File: config.mk
export PLATFORM = sky130hd
export DESIGN_NAME = rf_access_arbiter
export DESIGN_NICKNAME = d
export VERILOG_FILES = /design/src/rtl/rf_arb_pkg.sv /design/src/rtl/rf_rr_picker.sv /design/src/rtl/rf_access_arbiter.sv
export SDC_FILE = /design/constraint.sdc
export NUM_CORES = 1
export LEC_CHECK = 0
export BUFFER_PORTS_ARGS = -buffer_cell sky130_fd_sc_hd__buf_2
export CELL_PAD_IN_SITES_DETAIL_PLACEMENT = 0
export CELL_PAD_IN_SITES_GLOBAL_PLACEMENT = 1
export CORE_MARGIN = 3
export CORE_UTILIZATION = 28
export DETAILED_ROUTE_END_ITERATION = 10
export GPL_ROUTABILITY_DRIVEN = 1
export PLACE_DENSITY_LB_ADDON = 0.1
export SKIP_CTS_REPAIR_TIMING = 1
export SYNTH_ARGS = -nofsm -noshare
export SYNTH_HDL_FRONTEND = slang
export SYNTH_SLANG_ARGS = --single-unit
File: constraint.sdc
create_clock -name clk -period 1.9 [get_ports clk]
set_input_delay 0.38 -clock clk [delete_from_list [all_inputs] [get_ports clk]]
set_output_delay 0.38 -clock clk [all_outputs]
set_load 0.005 [all_outputs]
File: src/rtl/rf_arb_pkg.sv
// rf_arb_pkg: shared constants for the rf_32 access arbiter.
// Holds the FSM state encoding, OFF/ON levels and the port index names.
package rf_arb_pkg;
    localparam logic [2:0] S_IDLE   = 3'd0;
    localparam logic [2:0] S_SETUP  = 3'd1;
    localparam logic [2:0] S_STROBE = 3'd2;
    localparam logic [2:0] S_WAIT   = 3'd3;
    localparam logic [2:0] S_RESP   = 3'd4;
    localparam logic OFF = 1'b0;
    localparam logic ON  = 1'b1;
    localparam logic PORT_CORE = 1'b0;
    localparam logic PORT_DBG  = 1'b1;
endpackage

File: src/rtl/rf_rr_picker.sv
// rf_rr_picker: 2-way round-robin picker with its priority pointer.
// The pointer names the port that wins a tie; it flips away from each granted port.
module rf_rr_picker
    import rf_arb_pkg::*;
(
    input  logic       clk,
    input  logic       reset_n,
    input  logic [1:0] req_i,
    input  logic       take_i,
    output logic       grant_valid_o,
    output logic       grant_idx_o
);
    logic ptr_q;
    assign grant_valid_o = |req_i;
    assign grant_idx_o   = (&req_i) ? ptr_q : (req_i[PORT_DBG] ? PORT_DBG : PORT_CORE);
    always_ff @(posedge clk) begin
        if (!reset_n)
            ptr_q <= PORT_CORE;
        else if (take_i)
            ptr_q <= ~grant_idx_o;
    end
endmodule

File: src/rtl/rf_access_arbiter.sv
// rf_access_arbiter: shares one rf_32 between the core (port 0) and debug/loader (port 1).
// Each granted request becomes one setup/start/finish handshake, bounded by a timeout.
module rf_access_arbiter
    import rf_arb_pkg::*;
#(
    parameter int INDEX_SIZE     = 5,
    parameter int REG_SIZE       = 32,
    parameter int TIMEOUT_CYCLES = 15
) (
    input  logic                  clk,
    input  logic                  reset_n,
    input  logic [1:0]            req,
    input  logic [INDEX_SIZE-1:0] rs0,
    input  logic [INDEX_SIZE-1:0] rt0,
    input  logic [INDEX_SIZE-1:0] wa0,
    input  logic                  we0,
    input  logic [REG_SIZE-1:0]   wd0,
    input  logic [INDEX_SIZE-1:0] rs1,
    input  logic [INDEX_SIZE-1:0] rt1,
    input  logic [INDEX_SIZE-1:0] wa1,
    input  logic                  we1,
    input  logic [REG_SIZE-1:0]   wd1,
    output logic [1:0]            done,
    output logic [1:0]            err,
    output logic [REG_SIZE-1:0]   rdata_a,
    output logic [REG_SIZE-1:0]   rdata_b,
    output logic                  busy,
    output logic                  rf_start,
    output logic [INDEX_SIZE-1:0] rf_read_addr_s,
    output logic [INDEX_SIZE-1:0] rf_read_addr_t,
    output logic [INDEX_SIZE-1:0] rf_write_addr,
    output logic                  rf_write_enabled,
    output logic [REG_SIZE-1:0]   rf_write_data,
    input  logic                  rf_finish,
    input  logic [REG_SIZE-1:0]   rf_outA,
    input  logic [REG_SIZE-1:0]   rf_outB
);
    localparam logic [7:0] TMO_LAST = 8'(TIMEOUT_CYCLES - 1);

    logic [2:0] state_q, state_d;
    logic [7:0] cnt_q, cnt_d;
    logic       grant_q, grant_valid, grant_idx, take, timeout, capture;

    assign take    = (state_q == S_IDLE) && grant_valid;
    assign capture = (state_q == S_WAIT) && rf_finish;
    // A finish arriving in the last allowed WAIT cycle still wins over the abort.
    assign timeout = (state_q == S_WAIT) && !rf_finish && (cnt_q == TMO_LAST);

    rf_rr_picker u_picker (
        .clk           (clk),
        .reset_n       (reset_n),
        .req_i         (req),
        .take_i        (take),
        .grant_valid_o (grant_valid),
        .grant_idx_o   (grant_idx)
    );

    always_comb begin
        state_d = S_IDLE;
        case (state_q)
            S_IDLE:   state_d = grant_valid ? S_SETUP : S_IDLE;
            S_SETUP:  state_d = S_STROBE;
            S_STROBE: state_d = S_WAIT;
            S_WAIT:   state_d = rf_finish ? S_RESP : (timeout ? S_IDLE : S_WAIT);
            default:  state_d = S_IDLE;
        endcase
    end

    assign cnt_d = (state_q == S_WAIT) ? cnt_q + 8'd1 : 8'd0;

    always_ff @(posedge clk) begin
        if (!reset_n) begin
            state_q          <= S_IDLE;
            cnt_q            <= '0;
            grant_q          <= PORT_CORE;
            rf_read_addr_s   <= '0;
            rf_read_addr_t   <= '0;
            rf_write_addr    <= '0;
            rf_write_enabled <= OFF;
            rf_write_data    <= '0;
            rdata_a          <= '0;
            rdata_b          <= '0;
        end else begin
            state_q <= state_d;
            cnt_q   <= cnt_d;
            if (take) begin
                grant_q          <= grant_idx;
                rf_read_addr_s   <= grant_idx ? rs1 : rs0;
                rf_read_addr_t   <= grant_idx ? rt1 : rt0;
                rf_write_addr    <= grant_idx ? wa1 : wa0;
                rf_write_enabled <= grant_idx ? we1 : we0;
                rf_write_data    <= grant_idx ? wd1 : wd0;
            end
            if (timeout)
                rf_write_enabled <= OFF;
            if (capture) begin
                rdata_a <= rf_outA;
                rdata_b <= rf_outB;
            end
        end
    end

    assign busy     = (state_q != S_IDLE);
    assign rf_start = (state_q == S_STROBE || state_q == S_WAIT) ? ON : OFF;
    // Pulses are masked while reset is asserted so an aborted transaction reports nothing.
    assign done     = (reset_n && state_q == S_RESP) ? {grant_q, ~grant_q} : 2'b00;
    assign err      = (reset_n && timeout) ? {grant_q, ~grant_q} : 2'b00;
endmodule

# Word level (Yosys, flattened, before mapping)
# Cells that the tools add are included.
dict set report totals {
  ff_bits 125
  input_bits 165
  out_inout_bits 118
  wordCells 48
}
dict set report classes {
  n_addsub 1
  n_eq_ne 5
  mux 14
  bitwise_logic 3
  n_reduce_logical 14
}
# op n
set op_table {}
lappend op_table {{32-bit 2-to-1 mux} 1}
lappend op_table {{5-bit 2-to-1 mux} 3}
lappend op_table {{3-bit case mux with 4 select lines} 1}
lappend op_table {{8-bit by 1-bit adder with 8-bit output (second input constant)} 1}
lappend op_table {{8-bit by 4-bit == test with 1-bit output (second input constant)} 1}
lappend op_table {{3-bit by 2-bit == test with 1-bit output (second input constant)} 2}
lappend op_table {{1-bit logical AND} 6}
lappend op_table {{2-bit 2-to-1 mux} 3}
lappend op_table {{1-bit 2-to-1 mux} 5}
lappend op_table {{2-bit AND reduction} 2}
lappend op_table {{2-bit OR reduction} 2}
lappend op_table {{3-bit by 1-bit == test with 1-bit output (second input constant)} 1}
lappend op_table {{3-bit == test (second input constant)} 1}
lappend op_table {{3-bit zero test} 1}
lappend op_table {{3-bit 2-to-1 mux} 1}
lappend op_table {{1-bit inverter} 3}
lappend op_table {{3-bit nonzero test} 1}
lappend op_table {{1-bit zero test} 1}
lappend op_table {{1-bit logical OR} 1}

# Longest topological paths before layout
# Gate-level depths: netlist of run 1.
dict set report logic_depth {
  ltp_word 6
  mapped_depth 7
  ltp_nobuf 6
}

# By module
# From an unflattened synthesis of run 1, not the netlist that was laid out.
dict set report unflattened {
  cells_unflattened 564
  hier_area_um2 5216.3
}
# mod n_inst cells_each area_per_inst_um2 seq_area_each_um2
set modules_own_cells {}
lappend modules_own_cells {rf_access_arbiter 1 558 5157.4 2482.4}
lappend modules_own_cells {rf_rr_picker 1 6 58.8 20.0}

# Worst setup path before layout of run 1
# OpenSTA, ideal clock, no wires.
dict set report synth_path {
  path_kind {register to output}
  startpoint {register cnt_q[0]}
  endpoint {output err[1]}
  arrival_ns 1.502
  t_required_ns 1.520
  slack_ns 0.018
  stages_incl_launch_ff 6
  path_buffers 0
  path_cell_list {dfxtp_1 inv_1 ha_1 or4b_2 nor3_2 and3_1}
}
dict set report synth_between {
  elab_chain_len 4
}
# item line
set synth_lines {}
lappend synth_lines {{from (decl)} rf_access_arbiter.sv:41} ;# logic [7:0] cnt_q, cnt_d;
lappend synth_lines {{from (signal assigned)} rf_access_arbiter.sv:85} ;# cnt_q <= cnt_d;
lappend synth_lines {{8-bit by 4-bit == test with 1-bit output} rf_access_arbiter.sv:47} ;# assign timeout = (state_q == S_WAIT) && !rf_finish && (cnt_q == TMO_LAST);
lappend synth_lines {{1-bit logical AND} rf_access_arbiter.sv:47}
lappend synth_lines {{1-bit logical AND} rf_access_arbiter.sv:107} ;# assign err = (reset_n && timeout) ? {grant_q, ~grant_q} : 2'b00;
lappend synth_lines {{2-bit 2-to-1 mux} rf_access_arbiter.sv:107}
lappend synth_lines {{to (decl)} rf_access_arbiter.sv:24} ;# output logic [1:0] err,
# Every way passes these cells.

# Worst setup path after layout of run 1
# Ends and elaborated chain as after synthesis.

==> run metrics, run 1 <==
status=finished, violations left; failing checks=negative setup slack; hold worst-path end=rf_read_addr_s[4]; top_reg_cell synth=dfxtp_1; DRT antenna net count=0; Hold Path Origin=rs0[4]; Clock transition at path regs=60 ps; leading area contributor after synthesis=dfxtp_1; DRT iter0 DRCs=roughly 210; Root Buffer=clkbuf_16; gr ovfl total=0; critical path startpoint category=register; CP arrival=1830 ps; routed length per placed instance=between 15 and 20 um; DP Cell Count=999; Yosys top cell area share=between 50% and 60%; synth unique cells=42; Data required, critical path=between 1500 and 2000 ps; final setup vio count=2; RSZ-0062 raised after global routing=yes; Syn-to-layout area delta=47.5%; relative slew slack=roughly 78%; Setup TNS=-595 ps; fraction of layout cells with a size suffix above 1=a little over two fifths; 1st-pass router iterations=5; crit path max fanout=3; height of the die=137 um; Post-synth EDFFs=0; post-synthesis async set-or-reset flop share=0%; Post-DP HPWL=11.5 mm; number of synthesized register bits=around 130; Pwr Density=980 nW/um2; Fmax=452 MHz; Vias/cell=approximately 4.7; crit path capture type=output pin; row count=47; crit path time final=between 2000 and 2500 ps; R2R cell count=6; Hold WS=between 150 and 200 ps; vias after detailed routing=~4.8k; pre-CTS WS=-149 ps; # IOs=~280; multi-input logic area=2130 um2; sequential-to-total area share from yosys stat=roughly half; average size of a mapped cell=between 9 and 10 um2; maximum clock insertion buffer count=2; worst r2r src=state_q[0]; Fin Clk Skew=8.64 ps; crit path kind=register to output pin; first-pass GRT wire length=around 24 mm; VDD IR-drop max=0.558 mV; maxcap violations=0; vias in the first global route=~4.7k; Hold Vio Cnt, Final=0; FF-to-FF setup slack=260 ps; Port Buffer Count=around 280; Netlist Area Pre-Place=just under 5000 um2; Worst Hold Class=primary input to register; Die Width=roughly 140 um; DRT Wirelength=between 15 and 20 mm; final setup margin=-313 ps; Num CTS Buffers=17; top-count cell post-synth=dfxtp_1; register area=around 2500 um2; Lkg Pwr=approximately 3.5 nW; total track usage=16.1%; Slew Viols, Final=0; die area=18800 um2; Yosys Warn Count=0; Initial Util=between 20% and 30%; period utilization=116%; DRC=0; hold depth=2; fin nets=around 970; pin count of the biggest net entering global routing=78; initial antenna violation count=0; final core occ=between 40% and 50%; routability cong.=approximately 0.73; Worst Max-Slew Pin Slew=around 340 ps; Worst-Skew Late Latency=approximately 410 ps; top cells by area, synth=dfxtp_1, a221o_1, nand2_1, and3_1, a21boi_0; H-tree depth=4; fillers=approximately 1.7k; Syn Nets=between 600 and 700; non-filler cells, final=roughly 1.0k; Synth Instances=between 500 and 600; Commonest cells post-synth=dfxtp_1, nand2_1, and3_1; CTS tree=yes; clock sink count=approximately 130; Reg-to-Reg End=rf_write_addr[3]; core area=between 15000 and 20000 um2
-- flip-flops by register name, indices dropped and copies added (netlist names) --
name              flops
rf_write_addr         5
rf_read_addr_s        5
state_q               3
rf_read_addr_t        5
rf_write_data        32
grant_q               1
rf_write_enabled      1
u_picker.ptr_q        1
rdata_b              32
cnt_q                 8
rdata_a              32
-- cells by family after synthesis --
logic type                 after synthesis  share of synthesized area (%)
AOI/OAI and AO/OA                      122                           19.7
xor gates and xnor gates                 6                           1.09
adders and majority gates                2                          0.519
buffers and inverters                   47                           4.85
DFF                                    125                           51.9
and+or+nand+nor                        222                           21.9
-- cells in the final DEF (no fill, tap or decap), drive strengths merged, types with 3 or more instances in the layout --
cell type,instances
a221o,47
nor3,3
o21ai,3
clkbuf,24
buf,299
clkinv,4
inv,3
nand2,108
a21boi,35
nor2,40
and3,48
nand3,3
dfxtp,125
a21oi,33
xor2,4
-- worst max-delay path by stage --
| stage | start | endpoint | slack [ps] | cells past startpoint |
|---|---|---|---|---|
| after detailed placement | cnt_q[0] | err[1] | -150 | 6 |
| after floorplan | cnt_q[0] | err[1] | 20 | 5 |
| final | cnt_q[0] | err[1] | -310 | 6 |
| after CTS | cnt_q[0] | err[1] | -600 | 6 |
| after global placement | cnt_q[0] | err[1] | -150 | 6 |
| after global routing | cnt_q[0] | err[1] | -400 | 6 |
-- worst max-delay path, cell delays in order (launching register included) --
cell and delay [ps]:
dfxtp_2 320, inv_2 60, ha_4 120, or4b_4 480
nor3_4 180, and3_1 180, buf_2 110
-- through the flow --
step / instance area, um2 / power, W
after floorplan: 4820 / 0.00340
after CTS: 7080 / 0.00707
final: 7110 / 0.00697
after global routing: 7110 / 0.00728
after global placement: 6510 / 0.00389
after detailed placement: 6510 / 0.00390
-- layout make-up --
type / count / area share, %
clock inverters: 7 / 1.23
repair buffers: 299 / 22.7
flip-flops and latches: 125 / 35.2
diodes: 1 / 0.0352
well taps: 220 / 3.87
clock buffers: 24 / 6.77
inverters: 3 / 0.158
multi-input cells: 352 / 30.0
-- layer usage --
layer,vias to the layer above,share of wire [%],track usage [%]
met5,-,0,0
met4,0,2.4,7.32
met1,2230,40,18.6
met3,25,8.6,5.66
met2,197,49,26.8
li1,2393,-,-
-- report_power, final --
group / internal (W) / total, W / switching [W]
Combinational: 0.000482 / 0.000937 / 0.000455
Clock: 0.00202 / 0.00313 / 0.00111
Sequential: 0.00282 / 0.00290 / 0.0000885
Note: power is estimated with default switching activity, not from simulation.
==> inputs of run 2 (changes only) <==
--- a/config.mk
+++ b/config.mk
@@ -6,7 +6,7 @@
 export NUM_CORES = 1
 export LEC_CHECK = 0
 export BUFFER_PORTS_ARGS = -buffer_cell sky130_fd_sc_hd__buf_2
-export CELL_PAD_IN_SITES_DETAIL_PLACEMENT = 0
+export CELL_PAD_IN_SITES_DETAIL_PLACEMENT = 1
 export CELL_PAD_IN_SITES_GLOBAL_PLACEMENT = 1
 export CORE_MARGIN = 3
 export CORE_UTILIZATION = 28
==> run 2 against run 1 <==
The run still ends with negative setup slack left. Die area unchanged. Largest cell class unchanged. Maximum frequency rose by 0.33%. Critical path depth increased by 1. Clock power grew 5%. Global-route usage up 1.3 points.
==> run metrics, run 2 (same netlist as run 1, synthesis figures left out) <==
Worst-Skew Late Latency=410 ps (about the same); Die Width=137 um (unchanged); Fin Clk Skew=10.0 ps (was 8.64 ps); core area=16700 um2 (unchanged); die area=18800 um2 (unchanged); maxcap violations=0 (unchanged); Worst Max-Slew Pin Slew=338 ps (was 336 ps); crit path kind=register to output pin (unchanged); most common cell after layout, fill and taps aside=buf_2 (unchanged); DRC=0 (unchanged); routability cong.=0.731 (unchanged); routed length per placed instance=16.6 um (was 15.5 um); height of the die=137 um (unchanged); Reg-to-Reg End=rf_write_data[19] (was rf_write_addr[3]); DRT Wirelength=17.1 mm (was 16.0 mm); total track usage=17.4% (was 16.1%); row count=47 (unchanged); Pwr Density=1000 nW/um2 (was 980 nW/um2); clock sink count=125 (unchanged); DRT antenna net count=0 (unchanged); FF-to-FF setup slack=270 ps (was 260 ps); pre-CTS WS=-174 ps (was -149 ps); first-pass GRT wire length=25.5 mm (was 23.7 mm); Data required, critical path=1520 ps (about the same); vias in the first global route=4983 (was 4678); maximum clock insertion buffer count=2 (unchanged); most frequent cells in the layout=buf_2, dfxtp_1, nand2_1 (unchanged); Vias/cell=4.76 (was 4.70); Hold Vio Cnt, Final=0 (unchanged); period utilization=116% (about the same); Num CTS Buffers=17 (unchanged); Clock transition at path regs=60 ps (about the same); Worst Hold Class=primary input to register (unchanged); critical path startpoint category=register (unchanged); RSZ-0062 raised after global routing=yes (unchanged); CP arrival=1830 ps (about the same); failing checks=negative setup slack (unchanged); CTS tree=yes (unchanged); VDD IR-drop max=0.597 mV (was 0.558 mV); Hold WS=189 ps (was 191 ps); hold worst-path end=rf_read_addr_s[4] (unchanged); Port Buffer Count=282 (unchanged); relative slew slack=77.2% (was 77.6%); Initial Util=28.9% (unchanged); hold depth=2 (unchanged); status=finished, violations left (unchanged); fraction of layout cells with a size suffix above 1=42.1% (about the same); # IOs=283 (unchanged); crit path max fanout=3 (unchanged); Tot Pwr=0.00715 W (was 0.00697 W); crit path capture type=output pin (unchanged); worst r2r src=state_q[2] (was state_q[0]); 1st-pass router iterations=4 (was 5); Top Registers=rdata_a: 32 flops, rdata_b: 32 flops, rf_write_data: 32 flops (unchanged); Lkg Pwr=3.55 nW (about the same); gr ovfl total=0 (unchanged); vias after detailed routing=4901 (was 4845); R2R cell count=6 (unchanged); final setup vio count=2 (unchanged); initial antenna violation count=0 (unchanged); DRT iter0 DRCs=138 (was 212); Fmax=453 MHz (was 452 MHz); fin nets=965 (unchanged); Slew Viols, Final=0 (unchanged); Root Buffer=clkbuf_16 (unchanged); Hold Path Origin=rs0[4] (unchanged); Syn-to-layout area delta=48.1% (was 47.5%); final setup margin=-305 ps (was -313 ps); H-tree depth=4 (unchanged); Post-DP HPWL=12.5 mm (was 11.5 mm); crit path time final=2210 ps (about the same); pin count of the biggest net entering global routing=78 (unchanged)
[run 2: final cells by class]
class	instances	area, um2
Fill cell	2044	9560
Inverter	3	11.3
Sequential cell	125	2500
Multi-Input combinational cell	352	2130
Clock buffer	23	488
Antenna cell	2	5.00
Timing Repair Buffer	299	1610
Tap cell	220	275
Clock inverter	6	110
[run 2: worst max-delay path by stage]
stage,start,end,slack [ps]
after CTS,cnt_q[0],err[1],-620
after floorplan,cnt_q[0],err[1],20
after detailed placement,cnt_q[0],err[1],-170
final,cnt_q[0],err[0],-310
after global placement,cnt_q[0],err[1],-150
after global routing,cnt_q[0],err[0],-430
[run 2: layer usage]
metal / vias to the layer above / share of wire [%] / GRT usage (%)
met5: - / 0 / 0
met4: 0 / 1.7 / 7.21
met3: 19 / 8.6 / 6.50
met2: 172 / 51 / 30.4
met1: 2324 / 39 / 18.9
li1: 2386 / - / -
[run 2: power breakdown]
part	leakage, nW	switching, W	internal [W]
logic	2.25	0.000464	0.000481
clock network	0.287	0.00112	0.00218
registers	1.02	0.0000927	0.00282
total	3.55	0.00167	0.00547
[run 2: critical path, cell delays in order, from the launching register on]
cell	delay [ps]
dfxtp_2	320
inv_2	50
ha_4	110
or4b_4	480
nor3_4	170
nand2_1	70
nor2_1	100
buf_2	120
[run 2: per-stage QoR]
stage | cell area [um2] | setup TNS [ps] | util [%] | std cells
after detailed placement | 6510 | -338 | 39.0 | 999
after CTS | 7110 | -1230 | 42.6 | 1028
final | 7140 | -610 | 42.8 | 1030
after global placement | 6510 | -286 | 39.0 | 999
after floorplan | 4820 | 0 | - | 524
after global routing | 7140 | -887 | 42.7 | 1028
==> inputs of run 3 (changes only) <==
--- a/config.mk
+++ b/config.mk
@@ -9,11 +9,12 @@
 export CELL_PAD_IN_SITES_DETAIL_PLACEMENT = 1
 export CELL_PAD_IN_SITES_GLOBAL_PLACEMENT = 1
 export CORE_MARGIN = 3
-export CORE_UTILIZATION = 28
+export CORE_UTILIZATION = 31
 export DETAILED_ROUTE_END_ITERATION = 10
 export GPL_ROUTABILITY_DRIVEN = 1
 export PLACE_DENSITY_LB_ADDON = 0.1
 export SKIP_CTS_REPAIR_TIMING = 1
+export SLEW_MARGIN = 20
 export SYNTH_ARGS = -nofsm -noshare
 export SYNTH_HDL_FRONTEND = slang
 export SYNTH_SLANG_ARGS = --single-unit
==> constraint.sdc (replaced) <==
create_clock -name clk -period 2.1 [get_ports clk]
set_input_delay 0.42 -clock clk [delete_from_list [all_inputs] [get_ports clk]]
set_output_delay 0.42 -clock clk [all_outputs]
set_load 0.005 [all_outputs]
==> run 3 against run 2 <==
The run still ends with negative setup slack left. Final area fell by 1.3%. Clock skew rose by 2.1 ps. Via count rose by 1.1%. Sequential cell count did not move. Sequential power fell by 9.6%. Wire length rose by 0.83%. First-iteration DRC count rose by 38%. Sequential share of layout area rose by 0.47 points. Worst hold slack improved by 28 ps. Count of clock-buffer cells in the layout fell by 5. Utilization rose by 4.7 points. Die area fell by 9.3%. Largest power group unchanged.
==> run metrics, run 3 (same netlist as run 1, synthesis figures left out) <==
pre-CTS WS=-34.9 ps (was -174 ps); total track usage=19.8% (was 17.4%); Worst Hold Class=primary input to register (unchanged); initial antenna violation count=0 (unchanged); DRT iter0 DRCs=190 (was 138); Comb power frac=13.2% (about the same); RSZ-0062 raised after global routing=yes (unchanged); Switch Pwr=0.00160 W (was 0.00167 W); final core occ=47.4% (was 42.8%); maximum clock insertion buffer count=2 (unchanged); routed length per placed instance=17.3 um (was 16.6 um); core area=14900 um2 (was 16700 um2); Clock transition at path regs=60 ps (about the same); die area=17100 um2 (was 18800 um2); switching share of power=25.2% (was 23.4%); Top Registers=rdata_a: 32 flops, rdata_b: 32 flops, rf_write_data: 32 flops (unchanged); first-pass GRT wire length=26.3 mm (was 25.5 mm); DRT Wirelength=17.2 mm (was 17.1 mm); most frequent cells in the layout=buf_2, dfxtp_1, nand2_1 (unchanged); register share of total power=41.5% (was 40.7%); Die Width=131 um (was 137 um); ANT cells=0 (was 2); fraction of layout cells with a size suffix above 1=42.6% (was 42.1%); vias in the first global route=5106 (was 4983); height of the die=131 um (was 137 um); Num CTS Buffers=17 (unchanged); Data required, critical path=1680 ps (was 1520 ps); 1st-pass router iterations=4 (unchanged); CP arrival=1930 ps (was 1830 ps); routability cong.=0.768 (was 0.731); Pint=0.00474 W (was 0.00547 W); VDD IR-drop max=0.537 mV (was 0.597 mV); DP Cell Count=962 (was 999); status=finished, violations left (unchanged); Lkg Pwr=3.52 nW (was 3.55 nW); crit path capture type=output pin (unchanged); clock sink count=125 (unchanged); DRC=0 (unchanged); Root Buffer=clkbuf_16 (unchanged); fin nets=966 (was 965); Tot Pwr=0.00634 W (was 0.00715 W); Fin Clk Skew=12.1 ps (was 10.0 ps); fillers=1799 (was 2044); most common cell after layout, fill and taps aside=buf_2 (unchanged); crit path kind=register to output pin (unchanged); row count=44 (was 47); Port Buffer Count=282 (unchanged); DRT antenna net count=0 (unchanged); final setup vio count=2 (unchanged); Worst Max-Slew Pin Slew=594 ps (was 338 ps); Hold WS=217 ps (was 189 ps); clock network power share=45.3% (was 46.1%); period utilization=112%; Syn-to-layout area delta=46.2% (was 48.1%); Vias/cell=4.97 (was 4.76); maxcap violations=0 (unchanged); non-filler cells, final=996 (was 1030); Initial Util=32.4% (was 28.9%); gr ovfl total=0 (unchanged); Fmax=about 430 MHz; crit path time final=about 2400 ps; Slew Viols, Final=0 (unchanged); # IOs=283 (unchanged); Worst-Skew Late Latency=420 ps (was 410 ps); critical path startpoint category=register (unchanged); relative slew slack=60.4% (was 77.2%); H-tree depth=4 (unchanged); failing checks=negative setup slack (unchanged); vias after detailed routing=4953 (was 4901); Pwr Density=899 nW/um2 (was 1000 nW/um2); Post-DP HPWL=12.6 mm (was 12.5 mm); pin count of the biggest net entering global routing=65 (was 78); CTS tree=yes (unchanged); final setup margin=-251 ps (was -305 ps); Hold Vio Cnt, Final=0 (unchanged); crit path max fanout=3 (unchanged)
[run 3: layer usage]
metal  up-vias  global-route usage [%]  share of wire, %
met2       188                    34.6                50
met3        29                    7.52               8.6
met1      2343                    21.3                38
met4         0                    8.65               2.6
li1       2393                       -                 -
met5         -                       0                 0
[run 3: path summary, 6_finish.rpt]
path	start	cells past startpoint	slack, ps	end
max	cnt_q[0]	6	-250	err[1]
min	wd0[6]	2	220	rf_write_data[6]
max reg2reg	state_q[0]	6	360	rf_write_data[24]
min reg2reg	rdata_a[7]	2	450	rdata_a[7]
[run 3: per-stage QoR]
stage	instance area, um2	setup TNS (ps)
after detailed placement	6420	-34.9
final	7050	-452
after global placement	6420	0
after CTS	7000	-945
after floorplan	4820	0
after global routing	7050	-631
[run 3: worst max-delay path, stage by stage, from the launching register on]
cell     delay, ps
dfxtp_2        320
inv_2           60
ha_4           100
or4b_4         480
nor3_4         200
and3_1         220
buf_2          130
[run 3: power by group through the flow]
| stage | clock network (W) | registers (W) | logic, W |
|---|---|---|---|
| after detailed placement | 0 | 0.00267 | 0.000852 |
| final | 0.00287 | 0.00263 | 0.000839 |
| after global routing | 0.00305 | 0.00265 | 0.000932 |
| after floorplan | 0 | 0.00268 | 0.000396 |
| after CTS | 0.00293 | 0.00263 | 0.000852 |
| after global placement | 0 | 0.00267 | 0.000829 |
[run 3: layout make-up]
class / count / area [um2] / share of cell area [%]
inverters: 3 / 11.3 / 0.160
repair buffers: 300 / 1580 / 22.5
multi-input cells: 352 / 2130 / 30.3
well taps: 184 / 230 / 3.27
flip-flops and latches: 125 / 2500 / 35.5
clock inverters: 14 / 145 / 2.06
clock buffers: 18 / 439 / 6.23
